`src/rtl/line_encoder_serial.sv`:
```
// line_encoder_serial: captures a multi-hot line vector and streams each set index, MSB first, over valid/ready.
// Optional ENC_COUNT_EN adds o_count, the number of indices still to be emitted.
module line_encoder_serial #(
   parameter int N = 8,
   parameter int W = 3
) (
   input  logic         i_clk,
   input  logic         i_rst,
   input  logic         i_enable,
   input  logic         i_load,
   input  logic [N-1:0] i_d,
   input  logic         i_ready,
   output logic         o_valid,
   output logic [W-1:0] o_code,
   output logic         o_last,
   output logic         o_busy,
   output logic         o_none
`ifdef ENC_COUNT_EN
   ,
   output logic [W:0]   o_count
`endif
);
   typedef enum logic {S_IDLE, S_EMIT} state_t;
   state_t       r_state, w_state_nxt;
   logic [N-1:0] r_pending, w_pending_nxt;
   logic [W-1:0] r_code, w_code_nxt;
   logic         r_last, w_last_nxt;
   logic         r_valid, w_valid_nxt;
   logic         r_none, w_none_nxt;
   logic         w_capture, w_take, w_accept;

   function automatic logic [W-1:0] f_msb(input logic [N-1:0] p);
      f_msb = '0;
      for (int i = 0; i < N; i++)
         if (p[i]) f_msb = W'(i);
   endfunction

   assign w_capture = i_enable & i_load & (r_state == S_IDLE);
   assign w_take    = w_capture & (i_d != '0);
   assign w_accept  = i_enable & i_ready & (r_state == S_EMIT);

   always_ff @(posedge i_clk or posedge i_rst)
      if (i_rst) r_state <= S_IDLE;
      else       r_state <= w_state_nxt;

   always_comb begin
      w_state_nxt = r_state;
      if (w_take) w_state_nxt = S_EMIT;
      else if (w_accept && r_last) w_state_nxt = S_IDLE;
   end

   // Outputs are precomputed from the next pending vector so they can be registered.
   always_comb begin
      w_pending_nxt = w_take ? i_d : w_accept ? (r_pending & ~(N'(1) << r_code)) : r_pending;
      w_code_nxt    = f_msb(w_pending_nxt);
      w_last_nxt    = (w_pending_nxt != '0) && ((w_pending_nxt & (w_pending_nxt - N'(1))) == '0);
      w_valid_nxt   = w_state_nxt == S_EMIT;
      w_none_nxt    = w_capture & (i_d == '0);
   end

   always_ff @(posedge i_clk or posedge i_rst)
      if (i_rst) begin
         r_pending <= '0;
         r_code    <= '0;
         r_last    <= 1'b0;
         r_valid   <= 1'b0;
         r_none    <= 1'b0;
      end else begin
         r_pending <= w_pending_nxt;
         r_code    <= w_code_nxt;
         r_last    <= w_last_nxt;
         r_valid   <= w_valid_nxt;
         r_none    <= w_none_nxt;
      end

   assign o_valid = r_valid;
   assign o_busy  = r_valid;
   assign o_code  = r_code;
   assign o_last  = r_last;
   assign o_none  = r_none;

`ifdef ENC_COUNT_EN
   logic [W:0] r_count;
   always_ff @(posedge i_clk or posedge i_rst)
      if (i_rst)         r_count <= '0;
      else if (w_take)   r_count <= (W+1)'($countones(i_d));
      else if (w_accept) r_count <= r_count - 1'b1;
   assign o_count = r_count;
`endif
endmodule

```
`config.mk`:
```
export PLATFORM = sky130hd
export DESIGN_NAME = line_encoder_serial
export DESIGN_NICKNAME = d
export VERILOG_FILES = /design/src/rtl/line_encoder_serial.sv
export SDC_FILE = /design/constraint.sdc
export NUM_CORES = 1
export LEC_CHECK = 0
export CORE_ASPECT_RATIO = 1.1
export CORE_UTILIZATION = 40
export CTS_BUF_LIST = sky130_fd_sc_hd__clkbuf_16
export CTS_CLUSTER_SIZE = 24
export DETAILED_ROUTE_END_ITERATION = 16
export GPL_TIMING_DRIVEN = 0
export MAX_ROUTING_LAYER = met4
export PLACE_DENSITY = 0.67
export SLEW_MARGIN = 20
export SYNTH_ARGS = -nofsm -noshare
export SYNTH_HDL_FRONTEND = slang
export SYNTH_SLANG_ARGS = --single-unit
```
`constraint.sdc`:
```
create_clock -name i_clk -period 2.6 [get_ports i_clk]
set_input_delay 0.52 -clock i_clk [delete_from_list [all_inputs] [get_ports i_clk]]
set_output_delay 0.52 -clock i_clk [all_outputs]
set_load 0.05 [all_outputs]
```
## Word-level counts from Yosys, hierarchy flattened

Index checks and enable logic that the tools add are counted.

| word-level totals | value |
|---|---|
| bits in registers | 14 |
| output and inout port bits | 7 |
| input port bits | 13 |
| logic and storage cells | 35 |

| cells by class | value |
|---|---|
| add/subtract/negate cells | 1 |
| shift-type cells | 1 |
| muxes and demuxes | 11 |
| bitwise gates (word level) | 10 |
| reductions and logical operators | 7 |

Operator list:

| operator | count |
|---|---|
| 8-bit AND | 2 |
| 8-bit zero test | 2 |
| 8-bit 2-to-1 mux | 2 |
| 8-bit nonzero test | 2 |
| 3-bit 2-to-1 mux | 4 |
| 8-bit inverter | 1 |
| 1-bit by 3-bit << shifter with 8-bit output (first input constant) | 1 |
| 8-bit by 1-bit subtractor with 8-bit output (second input constant) | 1 |
| 1-bit AND | 6 |
| 2-bit 2-to-1 mux | 2 |
| 1-bit 2-to-1 mux | 3 |
| 1-bit logical AND | 2 |
| 2-bit nonzero test | 1 |
| 1-bit inverter | 1 |

## Logic depth before layout (Yosys ltp)

Gate-level depths: netlist of the first run.

| logic depth | value |
|---|---|
| depth after elaboration | 12 |
| depth in mapped cells | 8 |

## Worst setup path before layout of the first run

No wires, ideal clock.

| path | value |
|---|---|
| path kind | flip-flop to flip-flop |
| from | register o_busy (netlist name) |
| to | register r_last (netlist: o_last) |
| setup time | 127 ps |
| cell stages (with the launch flop) | 8 |
| arrival | 2017 ps |
| buffers on the path | 1 |
| required time | 2473 ps |
| slack | 456 ps |
| cell sequence | dfrtp_1 -> and3b_1 -> buf_6 -> a21boi_4 -> o21ai_2 -> nor4_4 -> mux2i_1 -> a21oi_1 |

RTL lines:

| item | line | source |
|---|---|---|
| end signal, assigned | 71 | `r_last <= w_last_nxt;` |
| end, declared | 27 | `logic r_last, w_last_nxt;` |

## Worst setup path in the final report of the first run

| path | value |
|---|---|
| from | input i_enable |
| to | register r_last (netlist: o_last) |

| between the ends | value |
|---|---|
| cells in the longest elaborated chain, start to end | 8 |

RTL lines:

| item | line | source |
|---|---|---|
| start, declared | 9 | `input logic i_enable,` |
| 1-bit AND (on tied branches) (2 in series) | 40, 38 |  |
| 8-bit 2-to-1 mux or 1-bit AND (tied branches) | 54, 39 |  |
| 8-bit 2-to-1 mux * | 54 | `w_pending_nxt = w_take ? i_d : w_accept ? (r_pending & ~(N'(1) << r_code)) : r_pending;` |
| net w_pending_nxt[1] | 25 | `logic [N-1:0] r_pending, w_pending_nxt;` |
| 8-bit by 1-bit subtractor with 8-bit output | 56 | `w_last_nxt = (w_pending_nxt != '0) && ((w_pending_nxt & (w_pending_nxt - N'(1))) == '0);` |
| 8-bit AND | 56 |  |
| 8-bit zero test | 56 |  |
| 1-bit logical AND * | 56 |  |
| net w_last_nxt | 27 |  |

Mark *: on every way through the listed nets, which the timed path passes. The rest lies on a longest branch.
A chain may end at the register's enable or synchronous reset.

==> metrics.yaml, run 1 <==
gp_congestion: 0.718
synth_area_leader_cell: "dfrtp_1"
vdd_drop_max_uv: 572
power.internal_uw: 797
tightest_slew_ns: 0.523
start_kind: "primary input"
skew_ns: 0.00131
via_per_inst: 4.98
cp.arrival_ns: 2.52
start_util: 0.433
yosys-top-cells-area: "dfrtp_1, nor4_4, o21ai_2, nand2_1, o21ai_0"
core_um2: 1820
multiInputGateArea_um2: 400
yosysTopAreaCellShare: 0.444
p_clk_frac: 0.203
cts_tree: "done"
synth_cell_types: 31
place_worst_setup_slack_ns: -0.0846
clk_pin_slew_ns: 0.04
setup_viol: 0
status: "completed"
postSynthAreaPerCell_um2: 10.5
switching_share: 0.423
tns_ns: 0
drcViolationCount: 0
rsz0062_at_grt: "no"
postSynthCellCount: 75
max_freq_mhz: 417
root_buffer: "clkbuf_16"
seqCellArea_um2: 350
numCtsBuffers: 3
end_kind: "register"
die_w_um: 44.3
num_rows: 16
antenna_cells: 0
critPathKind: "in2reg"
p_comb_frac: 0.529
seq_power_share: 0.268
htreeDepth: 1
power.density_nw_per_um2: 1270
wl_per_cell_um: 13.3
synth_nets: 88
clock_latency_ns: 0.24
grt_usage: 0.179
cts.sinks: 14
synth_edf_count: 0
vias: 617
drt_iter0_markers: 5
grt.overflow.total: 0
finalCritPeriodShare: 0.922
synthesis.area_um2: 788
grt_pass1_wl_um: 2690
dpl.hpwl_um: 1290
seq_area_frac_synth: 0.444
finalNetCount: 112
ys_dominant_reg_cell: "dfrtp_1"
yosys_warnings: 0
n_fill_cell: 149
postLayoutCoreUtil: 0.597
die_h_um: 48.6
setup_slack_ns: 0.203
cp.required_ns: 2.72
switching_power_uw: 583
die_area_um2: 2150
cap_violations: 0
async_flop_share: 1.00
pin_count: 20
drt_pass1_iterations: 4
synth.most_common_cell: "dfrtp_1"
antenna_found_initial: 0
synth_common_cells: "dfrtp_1, nand2_1, o21ai_0, o21ai_2"
wirelength_um: 1640
clock_path_buffers: 2
ys_ff_latch: 14
grt_pass1_vias: 597
hold_class: "reg2reg"
period_needed_ns: 2.40
power.leakage_uw: 0.000433
area_growth_pct: 37.9
ant_nets: 0
cts.repair.resized: 0
path_max_fanout: 10
portBuffers: 19
finalHoldViolCount: 0
grt_max_degree: 15
cts_setup_buffers: 0
maxSlewViolCount: 0
holdBufCountCts: 0
drive_gt1_frac: 0.216
maxSlewHeadroom: 0.651
cells in the final DEF, fill, tap and decap left out:
master and n:
and3_2 1, inv_2 2, o21ai_1 1, nand3_1 1, nand2b_1 2, buf_4 1
inv_1 3, dfrtp_1 14, o21ai_2 5, clkdlybuf4s50_1 19, a21boi_4 1, nor2_1 2
and3b_1 1, o21ai_0 6, nand2_1 10, o211ai_1 1, o21bai_1 1, o21a_1 1
o21a_2 2, buf_6 1, nor4_4 3, nor4_2 1, clkbuf_16 3, mux2i_1 1
a211oi_1 3, a21o_2 1, nand4b_1 1, nand4_1 1, o31ai_1 2, nor2b_1 2
a21o_1 1, o22ai_1 1, a21oi_1 2
registers in the layout, indices dropped and copies added (netlist names):
signal	cells
o_busy	1
o_none	1
o_last	1
r_pending	8
o_code	3
power by group through the flow:
stage          combinational [uW]  sequential [uW]  clock, uW
6_report                      730              370        280
5_1_grt                       801              380        298
4_1_cts                       739              370        288
2_1_floorplan                 433              476          0
3_3_place_gp                  723              368          0
3_5_place_dp                  736              372          0
final timing paths:
check                           depth (start not counted)  slack (ns)          from           end
worst max-delay path                                    8        0.20      i_enable        o_last
worst min-delay path                                    2        0.59  r_pending[0]  r_pending[0]
worst max register to register                          7        0.52        o_busy        o_last
worst min register to register                          2        0.59  r_pending[0]  r_pending[0]
max in group asynchronous                               2        1.64         i_rst        o_busy
min in group asynchronous                               2        0.62         i_rst  r_pending[5]
worst max-delay path, cell delays in order:
cell and delay (ns):
clkdlybuf4s50_1 0.52, and3b_1 0.18, buf_6 0.13, a21boi_4 0.34, o21ai_2 0.18, nor4_4 0.33
mux2i_1 0.22, a21oi_1 0.08
per-layer routing:
metal,vias up,GRT usage,wire length [um]
li1,316,-,-
met1,284,0.218,753
met2,13,0.270,795
met3,4,0.0336,59
met4,0,0.106,36
met5,-,-,0
layout make-up:
class,count,area share
plain buffers,2,0.0173
clock buffers,3,0.0690
inverters,5,0.0173
multi-input cells,54,0.368
flip-flops and latches,14,0.322
well taps,27,0.0311
repair buffers,19,0.175
kinds of logic after synthesis:
kind of cell,share of synthesized area
buffers and inverters,0.0476
AOI/OAI and AO/OA,0.264
DFF,0.444
muxes,0.0127
and+or+nand+nor,0.232
metrics by stage:
stage / area [um2] / total power [uW] / cells / hold WS, ns
after global routing: 1090 / 1480 / 124 / 0.614
after detailed placement: 1010 / 1110 / 121 / 0.582
after global placement: 1010 / 1090 / 121 / 0.573
after CTS: 1090 / 1400 / 124 / 0.589
final: 1090 / 1380 / 124 / 0.587
after floorplan: 788 / 909 / 75 / 0.409
Note: power is estimated with default switching activity, not from simulation.
==> inputs of run 2 (changes only) <==
- CAP_MARGIN: not set -> 20
- CELL_PAD_IN_SITES_DETAIL_PLACEMENT: not set -> 0
- CELL_PAD_IN_SITES_GLOBAL_PLACEMENT: not set -> 1
- CORE_UTILIZATION: 40 -> 36
- PLACE_DENSITY: 0.67 -> not set
- PLACE_DENSITY_LB_ADDON: not set -> 0.1
- clock period: 2.6 -> 2.4 ns (I/O delays scaled with it)
==> run 2 against run 1 <==
Against the previous run:
- hold slack lost 0.0096 ns
- combinational power is 10% higher
- wire length grew 3.0%
- register-to-register slack worse by 0.09 ns
- non-clock buffer count is 1 higher
- sequential share of layout area fell by 0.58 points
- critical path depth did not move
- clock skew rose by 0.00081 ns
- design area grew 1.8%
- die area up 11%
- sequential cell count unchanged
- first-iteration DRC count stayed put
- largest power group unchanged
==> metrics.yaml, run 2 (same netlist as run 1, synthesis figures left out) <==
status: "completed"
antenna_found_initial: 0
cap_violations: 0
tns_ns: 0
mostFrequentLayoutCells: "clkdlybuf4s50_1, dfrtp_1, nand2_1"
dpl.hpwl_um: 1280
maxSlewViolCount: 0
cts_tree: "done"
area_growth_pct: 40.5
core_um2: 2040
root_buffer: "clkbuf_16"
clock_path_buffers: 2
period_needed_ns: 2.26
maxSlewHeadroom: 0.649
start_kind: "primary input"
ant_nets: 0
power.leakage_uw: 0.000442
pin_count: 20
finalCritPeriodShare: 0.943
setup_slack_ns: 0.137
mostFrequentLayoutCell: "clkdlybuf4s50_1"
start_util: 0.386
top_register: "r_pending"
drcViolationCount: 0
total_power_uw: 1510
die_h_um: 51.1
hold_class: "in2async"
drt_pass1_iterations: 4
power.density_nw_per_um2: 1360
wirelength_um: 1690
vias: 644
htreeDepth: 1
max_freq_mhz: 442
vdd_drop_max_uv: 744
cts_setup_buffers: 0
largest_reg_flops: 8
rsz0062_at_grt: "no"
num_rows: 17
numCtsBuffers: 3
setup_viol: 0
skew_ns: 0.00213
die_area_um2: 2380
critPathKind: "in2reg"
antenna_cells: 0
cp.arrival_ns: 2.38
reg2reg_slack_ns: 0.43
cts.repair.resized: 0
grt_pass1_wl_um: 2710
grt_max_degree: 15
clk_pin_slew_ns: 0.04
die_w_um: 46.6
place_worst_setup_slack_ns: -0.240
cts.sinks: 14
grt.overflow.total: 0
finalNetCount: 114
path_max_fanout: 11
portBuffers: 19
holdBufCountCts: 0
finalHoldViolCount: 0
tightest_slew_ns: 0.526
clock_latency_ns: 0.24
grt_pass1_vias: 612
via_per_inst: 5.07
grt_usage: 0.168
wl_per_cell_um: 13.3
drive_gt1_frac: 0.232
end_kind: "register"
gp_congestion: 0.696
cp.required_ns: 2.52
drt_iter0_markers: 5
[run 2: changes by cell type in the layout (fill, tap and decap cells not counted)]
cell,before,now
a21boi_2,0,1
buf_4,1,2
[run 2: metal layers]
metal  vias to the layer above  routed length, um  global-route usage
met5                         -                  0                   -
met4                         0                 19              0.0571
met3                         2                 60              0.0424
met2                        13                850               0.262
met1                       303                762               0.210
li1                        326                  -                   -
[run 2: worst paths after layout]
check / startpoint / endpoint / depth (start not counted)
max: i_enable / o_last / 8
min: i_rst / o_code[0] / 2
max reg2reg: o_busy / o_last / 7
min reg2reg: o_busy / o_busy / 1
max in group asynchronous: i_rst / r_pending[3] / 2
min in group i_clk: o_busy / o_busy / 1
[run 2: per-stage QoR]
step / cells / util / hold slack, ns / area [um2]
2_1_floorplan: 75 / - / 0.369 / 788
4_1_cts: 125 / 0.533 / 0.590 / 1090
5_1_grt: 127 / 0.542 / 0.618 / 1110
3_5_place_dp: 122 / 0.496 / 0.579 / 1010
3_3_place_gp: 122 / 0.496 / 0.566 / 1010
6_report: 127 / 0.542 / 0.578 / 1110
[run 2: where the power goes]
group | switching, uW | internal, uW | total (uW) | leakage, uW
combinational | 492 | 312 | 804 | 0.000233
sequential | 58.2 | 339 | 398 | 0.000172
clock | 86.2 | 217 | 303 | 0.0000370
total | 637 | 868 | 1510 | 0.000442
[run 2: layout make-up]
type	count	area [um2]
Buffer	2	18.8
Clock buffer	3	75.1
Fill cell	194	935
Inverter	5	18.8
Multi-Input combinational cell	55	412
Sequential cell	14	350
Tap cell	28	35.0
Timing Repair Buffer	20	198
[run 2: worst max-delay path: stages]
cell	delay (ns)
clkdlybuf4s50_1	0.52
and3b_1	0.19
buf_6	0.13
a21boi_4	0.26
o21ai_2	0.15
nor4_4	0.35
mux2i_1	0.22
a21oi_1	0.08
